==> config.mk <==
export PLATFORM = sky130hd
export DESIGN_NAME = ram_arbiter_flat
export DESIGN_NICKNAME = d
export VERILOG_FILES = /design/src/rtl/pillar_mem_pkg.sv /design/src/rtl/ram_arbiter_if.sv /design/src/rtl/ram_arb_grant.sv /design/src/rtl/ram_arbiter.sv /design/src/flat_wrapper.sv
export SDC_FILE = /design/constraint.sdc
export NUM_CORES = 1
export LEC_CHECK = 0
export CAP_MARGIN = 20
export CORE_MARGIN = 4
export CORE_UTILIZATION = 39
export DETAILED_ROUTE_END_ITERATION = 8
export GPL_ROUTABILITY_DRIVEN = 0
export PLACE_DENSITY_LB_ADDON = 0.1
export SETUP_SLACK_MARGIN = 0.05
export SLEW_MARGIN = 0
export SYNTH_ARGS = -nofsm -noshare
export SYNTH_HDL_FRONTEND = slang
export SYNTH_SLANG_ARGS = --single-unit
==> constraint.sdc <==
create_clock -name clk -period 4.8 [get_ports clk]
set_clock_uncertainty 0.1 [all_clocks]
set_input_delay 0.96 -clock clk [delete_from_list [all_inputs] [get_ports clk]]
set_output_delay 0.96 -clock clk [all_outputs]
set_load 0.01 [all_outputs]
==> src/rtl/pillar_mem_pkg.sv <==
// Shared types and default sizing for the fetch/LSU RAM arbiter.
// Holds the FSM state enum, the requester port-id enum and the default
// ADDR_W / DATA_W / ADDR_LIMIT constants used by the interface and the top.
package pillar_mem_pkg;

    localparam int unsigned DEF_ADDR_W     = 32;
    localparam int unsigned DEF_DATA_W     = 32;
    localparam int unsigned DEF_ADDR_LIMIT = 65536;

    typedef enum logic [1:0] {
        IDLE   = 2'd0,
        ACCESS = 2'd1,
        RESP   = 2'd2
    } state_e;

    typedef enum logic {
        PORT_IF = 1'b0,
        PORT_D  = 1'b1
    } port_id_e;

endpackage

==> src/rtl/ram_arbiter_if.sv <==
// Bus bundle between the core requesters, the arbiter and the word RAM.
// Fetch port  : if_req_valid/if_req_ready/if_addr, if_rsp_valid/if_rsp_ready/
//               if_rsp_rdata/if_rsp_err.
// Data port   : d_req_valid/d_req_ready/d_we/d_addr/d_wdata, d_rsp_valid/
//               d_rsp_ready/d_rsp_rdata/d_rsp_err.
// RAM side    : ram_we/ram_addr/ram_wdata out of the arbiter, ram_rdata
//               (combinational read data) into it.
// Modports    : slave = arbiter view, master = requester/RAM view.
interface ram_arbiter_if
    import pillar_mem_pkg::*;
#(
    parameter int unsigned ADDR_W = DEF_ADDR_W,
    parameter int unsigned DATA_W = DEF_DATA_W
);
    logic              if_req_valid;
    logic              if_req_ready;
    logic [ADDR_W-1:0] if_addr;
    logic              if_rsp_valid;
    logic              if_rsp_ready;
    logic [DATA_W-1:0] if_rsp_rdata;
    logic              if_rsp_err;

    logic              d_req_valid;
    logic              d_req_ready;
    logic              d_we;
    logic [ADDR_W-1:0] d_addr;
    logic [DATA_W-1:0] d_wdata;
    logic              d_rsp_valid;
    logic              d_rsp_ready;
    logic [DATA_W-1:0] d_rsp_rdata;
    logic              d_rsp_err;

    logic              ram_we;
    logic [ADDR_W-1:0] ram_addr;
    logic [DATA_W-1:0] ram_wdata;
    logic [DATA_W-1:0] ram_rdata;

    modport slave (
        input  if_req_valid, if_addr, if_rsp_ready,
        input  d_req_valid, d_we, d_addr, d_wdata, d_rsp_ready,
        input  ram_rdata,
        output if_req_ready, if_rsp_valid, if_rsp_rdata, if_rsp_err,
        output d_req_ready, d_rsp_valid, d_rsp_rdata, d_rsp_err,
        output ram_we, ram_addr, ram_wdata
    );

    modport master (
        output if_req_valid, if_addr, if_rsp_ready,
        output d_req_valid, d_we, d_addr, d_wdata, d_rsp_ready,
        output ram_rdata,
        input  if_req_ready, if_rsp_valid, if_rsp_rdata, if_rsp_err,
        input  d_req_ready, d_rsp_valid, d_rsp_rdata, d_rsp_err,
        input  ram_we, ram_addr, ram_wdata
    );

endinterface

==> src/rtl/ram_arb_grant.sv <==
// Combinational grant between the fetch and data requesters.
// Inputs : if_valid, d_valid, and last_grant (only when RAM_ARBITER_RR_EN).
// Outputs: grant_valid (any requester active), grant (winning port id).
// Macro RAM_ARBITER_RR_EN: round-robin on ties (the port not granted last
// wins); otherwise fixed priority with data over fetch.
module ram_arb_grant
    import pillar_mem_pkg::*;
(
    input  logic     if_valid,
    input  logic     d_valid,
`ifdef RAM_ARBITER_RR_EN
    input  port_id_e last_grant,
`endif
    output logic     grant_valid,
    output port_id_e grant
);

    always_comb begin
        grant_valid = if_valid | d_valid;
        grant       = PORT_D;
`ifdef RAM_ARBITER_RR_EN
        if (if_valid && d_valid) begin
            grant = (last_grant == PORT_D) ? PORT_IF : PORT_D;
        end else if (if_valid) begin
            grant = PORT_IF;
        end
`else
        if (if_valid && !d_valid) begin
            grant = PORT_IF;
        end
`endif
    end

endmodule

==> src/rtl/ram_arbiter.sv <==
// Two-port controller sharing one single-port word RAM between instruction
// fetch and load/store. One access per transaction: IDLE (grant + latch
// request), ACCESS (drive RAM, register read data), RESP (hold response until
// the owning port's rsp_ready).
// Ports: clk, reset (async, active-high), bus (ram_arbiter_if.slave).
// Macro RAM_ARBITER_RR_EN enables round-robin arbitration with a last_grant
// register; default build is fixed priority, data over fetch.
module ram_arbiter
    import pillar_mem_pkg::*;
#(
    parameter int unsigned ADDR_W     = DEF_ADDR_W,
    parameter int unsigned DATA_W     = DEF_DATA_W,
    parameter int unsigned ADDR_LIMIT = DEF_ADDR_LIMIT
)(
    input  logic          clk,
    input  logic          reset,
    ram_arbiter_if.slave  bus
);

    state_e            state_q, state_d;
    port_id_e          port_q, port_d;
    logic [ADDR_W-1:0] addr_q, addr_d;
    logic              we_q, we_d;
    logic [DATA_W-1:0] wdata_q, wdata_d;
    logic              err_q, err_d;
    logic [DATA_W-1:0] rdata_q, rdata_d;
`ifdef RAM_ARBITER_RR_EN
    port_id_e          last_grant_q, last_grant_d;
`endif

    logic              grant_valid;
    port_id_e          grant;
    logic [ADDR_W-1:0] sel_addr;
    logic              rsp_ready_sel;

    ram_arb_grant u_grant (
        .if_valid    (bus.if_req_valid),
        .d_valid     (bus.d_req_valid),
`ifdef RAM_ARBITER_RR_EN
        .last_grant  (last_grant_q),
`endif
        .grant_valid (grant_valid),
        .grant       (grant)
    );

    // State register
    always_ff @(posedge clk or posedge reset) begin
        if (reset) begin
            state_q <= IDLE;
            port_q  <= PORT_IF;
            addr_q  <= '0;
            we_q    <= 1'b0;
            wdata_q <= '0;
            err_q   <= 1'b0;
            rdata_q <= '0;
`ifdef RAM_ARBITER_RR_EN
            last_grant_q <= PORT_IF;
`endif
        end else begin
            state_q <= state_d;
            port_q  <= port_d;
            addr_q  <= addr_d;
            we_q    <= we_d;
            wdata_q <= wdata_d;
            err_q   <= err_d;
            rdata_q <= rdata_d;
`ifdef RAM_ARBITER_RR_EN
            last_grant_q <= last_grant_d;
`endif
        end
    end

    // Next-state and request latching
    always_comb begin
        state_d = state_q;
        port_d  = port_q;
        addr_d  = addr_q;
        we_d    = we_q;
        wdata_d = wdata_q;
        err_d   = err_q;
        rdata_d = rdata_q;
`ifdef RAM_ARBITER_RR_EN
        last_grant_d = last_grant_q;
`endif
        sel_addr      = (grant == PORT_D) ? bus.d_addr : bus.if_addr;
        rsp_ready_sel = (port_q == PORT_D) ? bus.d_rsp_ready : bus.if_rsp_ready;

        unique case (state_q)
            IDLE: begin
                if (grant_valid) begin
                    port_d  = grant;
                    addr_d  = sel_addr;
                    we_d    = (grant == PORT_D) && bus.d_we;
                    wdata_d = (grant == PORT_D) ? bus.d_wdata : '0;
                    err_d   = (sel_addr >= ADDR_W'(ADDR_LIMIT));
`ifdef RAM_ARBITER_RR_EN
                    last_grant_d = grant;
`endif
                    state_d = ACCESS;
                end
            end
            ACCESS: begin
                // Stores and out-of-range accesses return zero data
                rdata_d = (!we_q && !err_q) ? bus.ram_rdata : '0;
                state_d = RESP;
            end
            RESP: begin
                if (rsp_ready_sel) begin
                    state_d = IDLE;
                end
            end
            default: state_d = IDLE;
        endcase
    end

    // Outputs
    always_comb begin
        bus.if_req_ready = 1'b0;
        bus.d_req_ready  = 1'b0;
        bus.if_rsp_valid = 1'b0;
        bus.if_rsp_rdata = '0;
        bus.if_rsp_err   = 1'b0;
        bus.d_rsp_valid  = 1'b0;
        bus.d_rsp_rdata  = '0;
        bus.d_rsp_err    = 1'b0;
        bus.ram_we       = 1'b0;
        bus.ram_addr     = '0;
        bus.ram_wdata    = '0;

        unique case (state_q)
            IDLE: begin
                // Gated by reset so no ready is offered while reset is held
                if (grant_valid && !reset) begin
                    bus.d_req_ready  = (grant == PORT_D);
                    bus.if_req_ready = (grant == PORT_IF);
                end
            end
            ACCESS: begin
                bus.ram_addr  = addr_q;
                bus.ram_wdata = wdata_q;
                bus.ram_we    = we_q & ~err_q;
            end
            RESP: begin
                if (port_q == PORT_D) begin
                    bus.d_rsp_valid = 1'b1;
                    bus.d_rsp_rdata = rdata_q;
                    bus.d_rsp_err   = err_q;
                end else begin
                    bus.if_rsp_valid = 1'b1;
                    bus.if_rsp_rdata = rdata_q;
                    bus.if_rsp_err   = err_q;
                end
            end
            default: ;
        endcase
    end

endmodule

==> src/flat_wrapper.sv <==
// flat-port wrapper written by rule: the top's interface ports become plain ports
module ram_arbiter_flat import pillar_mem_pkg::*;
#(
    parameter int unsigned ADDR_W     = DEF_ADDR_W,
    parameter int unsigned DATA_W     = DEF_DATA_W,
    parameter int unsigned ADDR_LIMIT = DEF_ADDR_LIMIT
)
  (clk, reset, bus_if_req_valid, bus_if_addr, bus_if_rsp_ready, bus_d_req_valid, bus_d_we, bus_d_addr, bus_d_wdata, bus_d_rsp_ready, bus_ram_rdata, bus_if_req_ready, bus_if_rsp_valid, bus_if_rsp_rdata, bus_if_rsp_err, bus_d_req_ready, bus_d_rsp_valid, bus_d_rsp_rdata, bus_d_rsp_err, bus_ram_we, bus_ram_addr, bus_ram_wdata);
  ram_arbiter_if #(.ADDR_W(ADDR_W), .DATA_W(DATA_W)) bus_i ();
  input  logic clk;
  input  logic reset;
  input wire logic [$bits(bus_i.if_req_valid)-1:0] bus_if_req_valid;
  input wire logic [$bits(bus_i.if_addr)-1:0] bus_if_addr;
  input wire logic [$bits(bus_i.if_rsp_ready)-1:0] bus_if_rsp_ready;
  input wire logic [$bits(bus_i.d_req_valid)-1:0] bus_d_req_valid;
  input wire logic [$bits(bus_i.d_we)-1:0] bus_d_we;
  input wire logic [$bits(bus_i.d_addr)-1:0] bus_d_addr;
  input wire logic [$bits(bus_i.d_wdata)-1:0] bus_d_wdata;
  input wire logic [$bits(bus_i.d_rsp_ready)-1:0] bus_d_rsp_ready;
  input wire logic [$bits(bus_i.ram_rdata)-1:0] bus_ram_rdata;
  output wire logic [$bits(bus_i.if_req_ready)-1:0] bus_if_req_ready;
  output wire logic [$bits(bus_i.if_rsp_valid)-1:0] bus_if_rsp_valid;
  output wire logic [$bits(bus_i.if_rsp_rdata)-1:0] bus_if_rsp_rdata;
  output wire logic [$bits(bus_i.if_rsp_err)-1:0] bus_if_rsp_err;
  output wire logic [$bits(bus_i.d_req_ready)-1:0] bus_d_req_ready;
  output wire logic [$bits(bus_i.d_rsp_valid)-1:0] bus_d_rsp_valid;
  output wire logic [$bits(bus_i.d_rsp_rdata)-1:0] bus_d_rsp_rdata;
  output wire logic [$bits(bus_i.d_rsp_err)-1:0] bus_d_rsp_err;
  output wire logic [$bits(bus_i.ram_we)-1:0] bus_ram_we;
  output wire logic [$bits(bus_i.ram_addr)-1:0] bus_ram_addr;
  output wire logic [$bits(bus_i.ram_wdata)-1:0] bus_ram_wdata;
  assign bus_i.if_req_valid = bus_if_req_valid;
  assign bus_i.if_addr = bus_if_addr;
  assign bus_i.if_rsp_ready = bus_if_rsp_ready;
  assign bus_i.d_req_valid = bus_d_req_valid;
  assign bus_i.d_we = bus_d_we;
  assign bus_i.d_addr = bus_d_addr;
  assign bus_i.d_wdata = bus_d_wdata;
  assign bus_i.d_rsp_ready = bus_d_rsp_ready;
  assign bus_i.ram_rdata = bus_ram_rdata;
  assign bus_if_req_ready = bus_i.if_req_ready;
  assign bus_if_rsp_valid = bus_i.if_rsp_valid;
  assign bus_if_rsp_rdata = bus_i.if_rsp_rdata;
  assign bus_if_rsp_err = bus_i.if_rsp_err;
  assign bus_d_req_ready = bus_i.d_req_ready;
  assign bus_d_rsp_valid = bus_i.d_rsp_valid;
  assign bus_d_rsp_rdata = bus_i.d_rsp_rdata;
  assign bus_d_rsp_err = bus_i.d_rsp_err;
  assign bus_ram_we = bus_i.ram_we;
  assign bus_ram_addr = bus_i.ram_addr;
  assign bus_ram_wdata = bus_i.ram_wdata;
  ram_arbiter #(.ADDR_W(ADDR_W), .DATA_W(DATA_W), .ADDR_LIMIT(ADDR_LIMIT)) u_core (.clk(clk), .reset(reset), .bus(bus_i));
endmodule
=== Word-level counts from Yosys, hierarchy flattened ===
Cells that the tools add are included.

* Magnitude comparators: 1
* Equality and inequality tests: 4
* Mux-type cells: 27
* Bitwise gates (word level): 3
* Reduce and logical (&&, ||, !) cells: 11

{| class="wikitable"
|+ Operator list
! operator !! count
|-
| 2-to-1 mux 32 bit || 9
|-
| greater-or-equal comparator 32 x 17 -> 1 bit (second input constant) || 1
|-
| 2-to-1 mux 1 bit || 15
|-
| one-hot mux 2 bit (3 select lines) || 1
|-
| logical AND 1 bit || 4
|-
| zero test 1 bit || 4
|-
| 2-to-1 mux 2 bit || 2
|-
| inequality test 2 x 1 -> 1 bit (second input constant) || 2
|-
| AND reduction 2 bit || 2
|-
| == test 2 x 1 -> 1 bit (second input constant) || 1
|-
| == test 2 bit (second input constant) || 1
|-
| zero test 2 bit || 1
|-
| AND 1 bit || 1
|-
| NOT 1 bit || 1
|-
| bitwise OR 1 bit || 1
|}

* Register bits after elaboration: 101
* Input port bits: 135
* Output and inout port bits: 135
* Logic and storage cells: 53

=== Depth between registers and ports, before layout ===
Gate-level depths: netlist of run 1.

* Word-level depth: 5
* Depth in mapped cells: 6
* Depth with buffers taken out: 4

=== Cells and area by module ===
A second synthesis of run 1 with hierarchy kept.

* Cell total of the unflattened synthesis: 536
* Area total of the unflattened synthesis: 5,059.9 um^2

{| class="wikitable"
|+ Modules (own cells, without submodules)
! module !! times used !! cells an instance !! area an instance (um^2) !! sequential area each (um^2)
|-
| ram_arbiter || 1 || 534 || 5,047.3 || 2,527.4
|-
| ram_arb_grant || 1 || 2 || 12.5 || 0.0
|}

=== Worst setup path before layout of run 1 ===
Ideal clock, no wire load.

* Path type: input -> output
* Start point: input reset
* End point: output bus_d_req_ready
* Arrival time: 3.515 ns
* Data required time: 3.740 ns
* Path slack: 0.225 ns
* Stages: 2
* Path buffers: 0
* Path through: inv_1 -> and3_1

* Longest elaborated chain between the ends: 4

{| class="wikitable"
|+ Ends and longest elaborated chain
! what !! line !! RTL
|-
| start: declaration || flat_wrapper.sv:11 || <nowiki>input logic reset;</nowiki>
|-
| zero test 1 bit (no source line) || n/a ||
|-
| logical AND 1 bit || ram_arbiter.sv:133 || <nowiki>if (grant_valid && !reset) begin</nowiki>
|-
| 2-to-1 mux 1 bit || ram_arbiter.sv:133 ||
|-
| 2-to-1 mux 1 bit || ram_arbiter.sv:130 || <nowiki>unique case (state_q)</nowiki>
|-
| end: declaration || flat_wrapper.sv:25 || <nowiki>output wire logic [$bits(bus_i.d_req_ready)-1:0] bus_d_req_ready;</nowiki>
|}

Every way passes these cells.

=== Final worst setup path of run 1 ===
* Start point: input bus_d_req_valid
* End point: output bus_if_req_ready

* Longest elaborated chain between the ends: 4

{| class="wikitable"
|+ Ends and longest elaborated chain
! what !! line !! RTL
|-
| start: declaration || flat_wrapper.sv:15 || <nowiki>input wire logic [$bits(bus_i.d_req_valid)-1:0] bus_d_req_valid;</nowiki>
|-
| bitwise OR 1 bit or zero test 1 bit (tied branches) || ram_arb_grant.sv:19, ram_arb_grant.sv:28 ||
|-
| logical AND 1 bit, on equally long branches || ram_arbiter.sv:133, ram_arb_grant.sv:28 ||
|-
| 2-to-1 mux 1 bit (*) || ram_arbiter.sv:133 ||
|-
| 2-to-1 mux 1 bit (*) || ram_arbiter.sv:130 ||
|-
| end: declaration || flat_wrapper.sv:21 || <nowiki>output wire logic [$bits(bus_i.if_req_ready)-1:0] bus_if_req_ready;</nowiki>
|}

Mark *: on every way between the ends. The rest lies on a longest branch, timed or not.

==> flow_summary.ini, run 1 <==
[status]
status = finished, final reports clean

[setup_path]
cpPeakStageDelay_ns = 0.66
worst-r2r-cell-count = 4
crit_family = buffers and inverters
path_depth = 4
critPathRequiredTime_ns = 3.74
path_class = in -> out
worstPathArrival_ns = 2.59
crit_fanout = 6
startpoint_type = input pin
cp_common_cell = clkdlybuf4s50_1
worst-path-buf-inv = 2
endpoint_kind = output port
slowest_stage = clkdlybuf4s50_1
cp_cell_sequence = clkdlybuf4s50_1 > nand2b_2 > nor4_1 > clkdlybuf4s50_1

[floorplan]
dieArea_sq_um = 14430
rows = 40
coreArea_sq_um = 12160
die-width_um = 120.1
start_util_pct = 40.32
die_y_um = 120.1
ios = 270

[logic_synthesis]
yosys-top-cells-area = dfrtp_1, and2_1, a22o_1
synthFlopType = dfrtp_1
synthCells = 466
yosys_warnings = 0
synth_mux_area_share_pct = 6.762
synth_xor_area_share_pct = 0
synth_edf_count = 0
synth_fa_ha_area_share_pct = 0
netlist_area_sq_um = 4903
yosys.area_share.simple_pct = 21.97
ys_async_sr_fraction_pct = 100.0
synth_top_family_by_area = simple AND/OR/NAND/NOR gates
synth.top_cell.area_share_pct = 51.54
yosys.cell_types.count = 27
avgSynthCellArea_sq_um = 10.52
syn_nets = 601
ys_seq_area_share_pct = 51.54
synth_top_cell_by_area = dfrtp_1
synth_compound_area_share_pct = 16.15
synth-seq-cells = 101

[final_layout]
multi_input_area_sq_um = 2228
final_cell_mix = clkdlybuf4s50_1, and2_1, dfrtp_1
register_area_sq_um = 2527
fin_area_sq_um = 8078
nFillCells = 1039
final_core_util_pct = 66.42
antenna_cells = 0
drive_above_1_share_pct = 4.834
area_delta_synth_final_pct = 64.74
final_common_cell = clkdlybuf4s50_1
nets = 854

[global_route]
grt_pass1_vias = 4469
grt_use_total_pct = 20.44
grt_max_degree = 65
antenna_found_initial = 0
gr-total-overflow = 0
grt_pass1_wl_mm = 23.46

[clock_network]
cts_buffer_depth = 2
cts_tree = yes
cts-resized-gates = 0
root_buffer = clkbuf_16
clock-sinks = 101
cts_made_buffers = 9
post_cts_buffers = 0
htree_levels = 3
clock_latency_ns = 0.33
clk_transition_reported_paths_ns = 0.07
hold_buffers = 0

[timing]
layout_min_cycle_time_ns = 3.654
setup_viol = 0
maxSlewHeadroom_pct = 45.74
rsz0062_at_grt = false
max_freq_mhz = 273.7
slew_viol_final = 0
hold_viol_final = 0
finalCritPeriodShare_pct = 76.13
tightest_slew_ns = 0.8108
fin_setup_tns_ns = 0

[place]
postPlaceCellArea_sq_um = 7775
io_buffers = 269
dp_hpwl_mm = 11.42

[drt]
routedWlPerCell_um = 16.92
drtIter0Drc = 188
dr.pass1.iters = 4
vias_per_cell = 4.969
drc = 0
vias = 4432
wirelength_mm = 15.10
drtAntennaViolNets = 0

[worst_hold_path]
hp-class = reg -> reg
min_path_cells = 2

[power_and_ir_drop]
p_per_area_nw_per_um2 = 413.8
peakVddDrop_mv = 0.2699
leakage_nw = 3.555

[job]
maxCapViolations = 0
[power by group]
group          switching, mW  internal, mW  total [mW]
Clock                  0.328         0.357       0.685
Sequential             0.156          1.14        1.29
Combinational          0.668         0.695        1.36
[layer usage]
metal / wire length [um] / track usage (%) / vias to the layer above
met5: 0 / 0 / -
met4: 380 / 7.588 / 0
met3: 1292 / 6.362 / 28
met2: 7305 / 34.35 / 182
met1: 6116 / 24.62 / 2098
li1: - / - / 2124
[flip-flops by register name, summed over array words and instances, names as in the netlist]
register,cells
u_core.wdata_q,32
u_core.port_q,1
u_core.we_q,1
u_core.state_q,2
u_core.rdata_q,32
u_core.err_q,1
u_core.addr_q,32
[logic make-up after synthesis]
group           after synthesis
simple gates                186
compound gates              105
flops                       101
buf+inv                      41
mux                          33
[area by class of cell]
| type | instances | share of cell area (%) |
|---|---|---|
| flip-flops and latches | 101 | 31.29 |
| inverters | 3 | 0.1704 |
| clock inverters | 7 | 0.7125 |
| repair buffers | 280 | 34.85 |
| clock buffers | 9 | 2.788 |
| well taps | 168 | 2.602 |
| multi-input cells | 324 | 27.59 |
[worst paths after layout]
kind | startpoint | to | slack, ns
worst max-delay path | bus_d_req_valid | bus_if_req_ready | 1.15
worst min-delay path | u_core.addr_q[7] | u_core.addr_q[7] | 0.37
worst max register to register | u_core.state_q[1] | u_core.wdata_q[3] | 2.89
worst min register to register | u_core.addr_q[7] | u_core.addr_q[7] | 0.37
max in group asynchronous | reset | u_core.rdata_q[27] | 2.35
min in group asynchronous | reset | u_core.state_q[0] | 1.08
[cell usage after synthesis, types with 3 or more instances]
cell type  instances
a22o_1            65
o21ai_0           31
and2_1           131
dfrtp_1          101
o21ai_1            3
inv_1              3
mux2i_1           32
nand2_1           33
or4_1              3
nor4_1             5
nor2_1             4
buf_2             11
clkbuf_1          25
nand2b_1           3
[worst register-to-register path, stage by stage (launching register included)]
cell	delay (ns)
dfrtp_1	0.44
nor2_2	0.29
and2_1	0.61
buf_8	0.25
a22o_1	0.16
[stage by stage]
stage	setup WS (ns)	hold slack [ns]	cells	power, mW
floorplan	0.2255	0.3418	466	2.006
global placement	1.182	0.3549	873	2.617
detailed placement	1.134	0.3631	875	2.663
CTS	1.136	0.3791	891	3.363
global route	1.038	0.4055	892	3.572
finish	1.146	0.3740	892	3.343
Note: power is estimated with default switching activity, not from simulation.
==> run 2, diff against run 1 <==
==> constraint.sdc (replaced) <==
create_clock -name clk -period 3.4 [get_ports clk]
set_clock_uncertainty 0.1 [all_clocks]
set_input_delay 0.68 -clock clk [delete_from_list [all_inputs] [get_ports clk]]
set_output_delay 0.68 -clock clk [all_outputs]
set_load 0.01 [all_outputs]
==> run 2 against run 1 <==
Compared with the run above: non-clock buffer count is 2 higher; final cell count is 0.22% higher; via count is 0.23% lower; register-to-register slack worse by 1.3 ns; hold slack worse by 0.0015 ns; clock power is 61% higher; largest cell class unchanged; critical path type unchanged.
==> flow_summary.ini, run 2 (same netlist as run 1, synthesis figures left out) <==
[status]
status = finished, final reports clean

[timing]
hold_viol_final = 0
slew_viol_final = 0
setup_viol = 0
rsz0062_at_grt = false
finalCritPeriodShare_pct = 89.67
tightest_slew_ns = 0.5710
maxSlewHeadroom_pct = 61.94
fin_setup_tns_ns = 0
layout_min_cycle_time_ns = 3.049
max_freq_mhz = 328.0

[final_layout]
area_delta_synth_final_pct = 66.45
final_common_cell = clkdlybuf4s50_1
multi_input_area_sq_um = 2228
nFillCells = 977
drive_above_1_share_pct = 5.096
reg_top3 = u_core.addr_q: 32 flops, u_core.rdata_q: 32 flops, u_core.wdata_q: 32 flops
antenna_cells = 0
final_cell_mix = clkdlybuf4s50_1, and2_1, dfrtp_1
final_core_util_pct = 67.11
fin_area_sq_um = 8162
register_area_sq_um = 2527
nets = 856
final_cells = 894

[global_route]
gr-total-overflow = 0
grt_use_total_pct = 20.62
grt_pass1_vias = 4530
grt_pass1_wl_mm = 23.74
antenna_found_initial = 0
grt_max_degree = 81

[clock_network]
cts_tree = yes
cts-resized-gates = 0
clock_latency_ns = 0.33
clk_transition_reported_paths_ns = 0.06
htree_levels = 3
cts_made_buffers = 9
cts_buffer_depth = 2
hold_buffers = 0
clock-sinks = 101
root_buffer = clkbuf_16
post_cts_buffers = 0

[drt]
vias = 4422
wirelength_mm = 15.17
dr.pass1.iters = 4
drc = 0
vias_per_cell = 4.946
drtAntennaViolNets = 0
drtIter0Drc = 180
routedWlPerCell_um = 16.97

[setup_path]
r2r_end = u_core.rdata_q[12]
cp_common_cell = clkdlybuf4s50_1
startpoint_type = input pin
worst-r2r-cell-count = 5
endpoint_kind = output port
cpPeakStageDelay_ns = 0.67
cp-endpoint = bus_if_req_ready
path_class = in -> out
slowest_stage = clkdlybuf4s50_1
worstPathArrival_ns = 2.27
r2r_start = u_core.state_q[1]
startpoint = bus_d_req_valid
crit_fanout = 6
worst-path-buf-inv = 2
crit_family = buffers and inverters
path_depth = 4
cp_cell_sequence = clkdlybuf4s50_1 > nand2b_2 > nor4_1 > clkdlybuf4s50_1
r2r_slack_ns = 1.64
critPathRequiredTime_ns = 2.62

[place]
dp.cells = 877
postPlaceCellArea_sq_um = 7809
dp_hpwl_mm = 11.55
io_buffers = 269

[worst_hold_path]
hp-class = reg -> reg

[floorplan]
die-width_um = 120.1
rows = 40
ios = 270
die_y_um = 120.1
dieArea_sq_um = 14430
start_util_pct = 40.32
coreArea_sq_um = 12160

[power_and_ir_drop]
p_total_mw = 4.895
peakVddDrop_mv = 0.3669
leakage_nw = 3.603
p_per_area_nw_per_um2 = 599.8

[job]
maxCapViolations = 0
## run 2: worst min path at each step
| stage | start | to | slack (ns) | depth (start not counted) |
|---|---|---|---|---|
| after CTS | u_core.addr_q[23] | u_core.addr_q[23] | 0.38 | 2 |
| after global placement | u_core.addr_q[5] | u_core.addr_q[5] | 0.36 | 2 |
| after global routing | u_core.addr_q[14] | u_core.addr_q[14] | 0.40 | 2 |
| final | u_core.addr_q[24] | u_core.addr_q[24] | 0.37 | 2 |
| after floorplan | u_core.addr_q[0] | u_core.addr_q[0] | 0.34 | 2 |
| after detailed placement | u_core.addr_q[23] | u_core.addr_q[23] | 0.36 | 2 |
## run 2: where the power goes
part	switching [mW]	leakage [nW]	internal, mW
combinational	0.944	2.14	1.02
clock	0.438	0.158	0.664
sequential	0.225	1.31	1.61
## run 2: final cells by class
cell class                      count  share of cell area [%]
Clock buffer                       10                   2.928
Clock inverter                      6                   1.058
Inverter                            3                  0.1840
Multi-Input combinational cell    324                   27.30
Sequential cell                   101                   30.97
Tap cell                          168                   2.576
Timing Repair Buffer              282                   34.98
## run 2: worst reg2reg max path, delay by kind of cell, from the launching register on
family,cells,cell delay (ns)
AO/OA/AOI/OAI,1,0.20
buffers and inverters,2,0.60
flip-flops,1,0.46
AND/OR/NAND/NOR,2,0.33
## run 2: through the flow
step	setup WS, ns	hold WS, ns
6_report	0.3511	0.3726
5_1_grt	0.2993	0.4020
4_1_cts	0.3571	0.3786
3_5_place_dp	0.3571	0.3628
3_3_place_gp	0.3870	0.3556
2_1_floorplan	0.04552	0.3418
## run 2: per-layer routing
layer,part of all wire [%],vias up,GRT usage (%)
li1,-,2119,-
met1,39,2095,24.49
met2,49,183,34.77
met3,9.3,25,7.069
met4,1.9,0,7.230
met5,0,-,0
==> run 3, diff against run 2 <==
--- a/config.mk
+++ b/config.mk
@@ -8,6 +8,7 @@
 export CAP_MARGIN = 20
 export CORE_MARGIN = 4
 export CORE_UTILIZATION = 39
+export CTS_CLUSTER_SIZE = 20
 export DETAILED_ROUTE_END_ITERATION = 8
 export GPL_ROUTABILITY_DRIVEN = 0
 export PLACE_DENSITY_LB_ADDON = 0.1
==> results of run 3 <==
Final layout, timing and power as in run 2 (identical DEF).
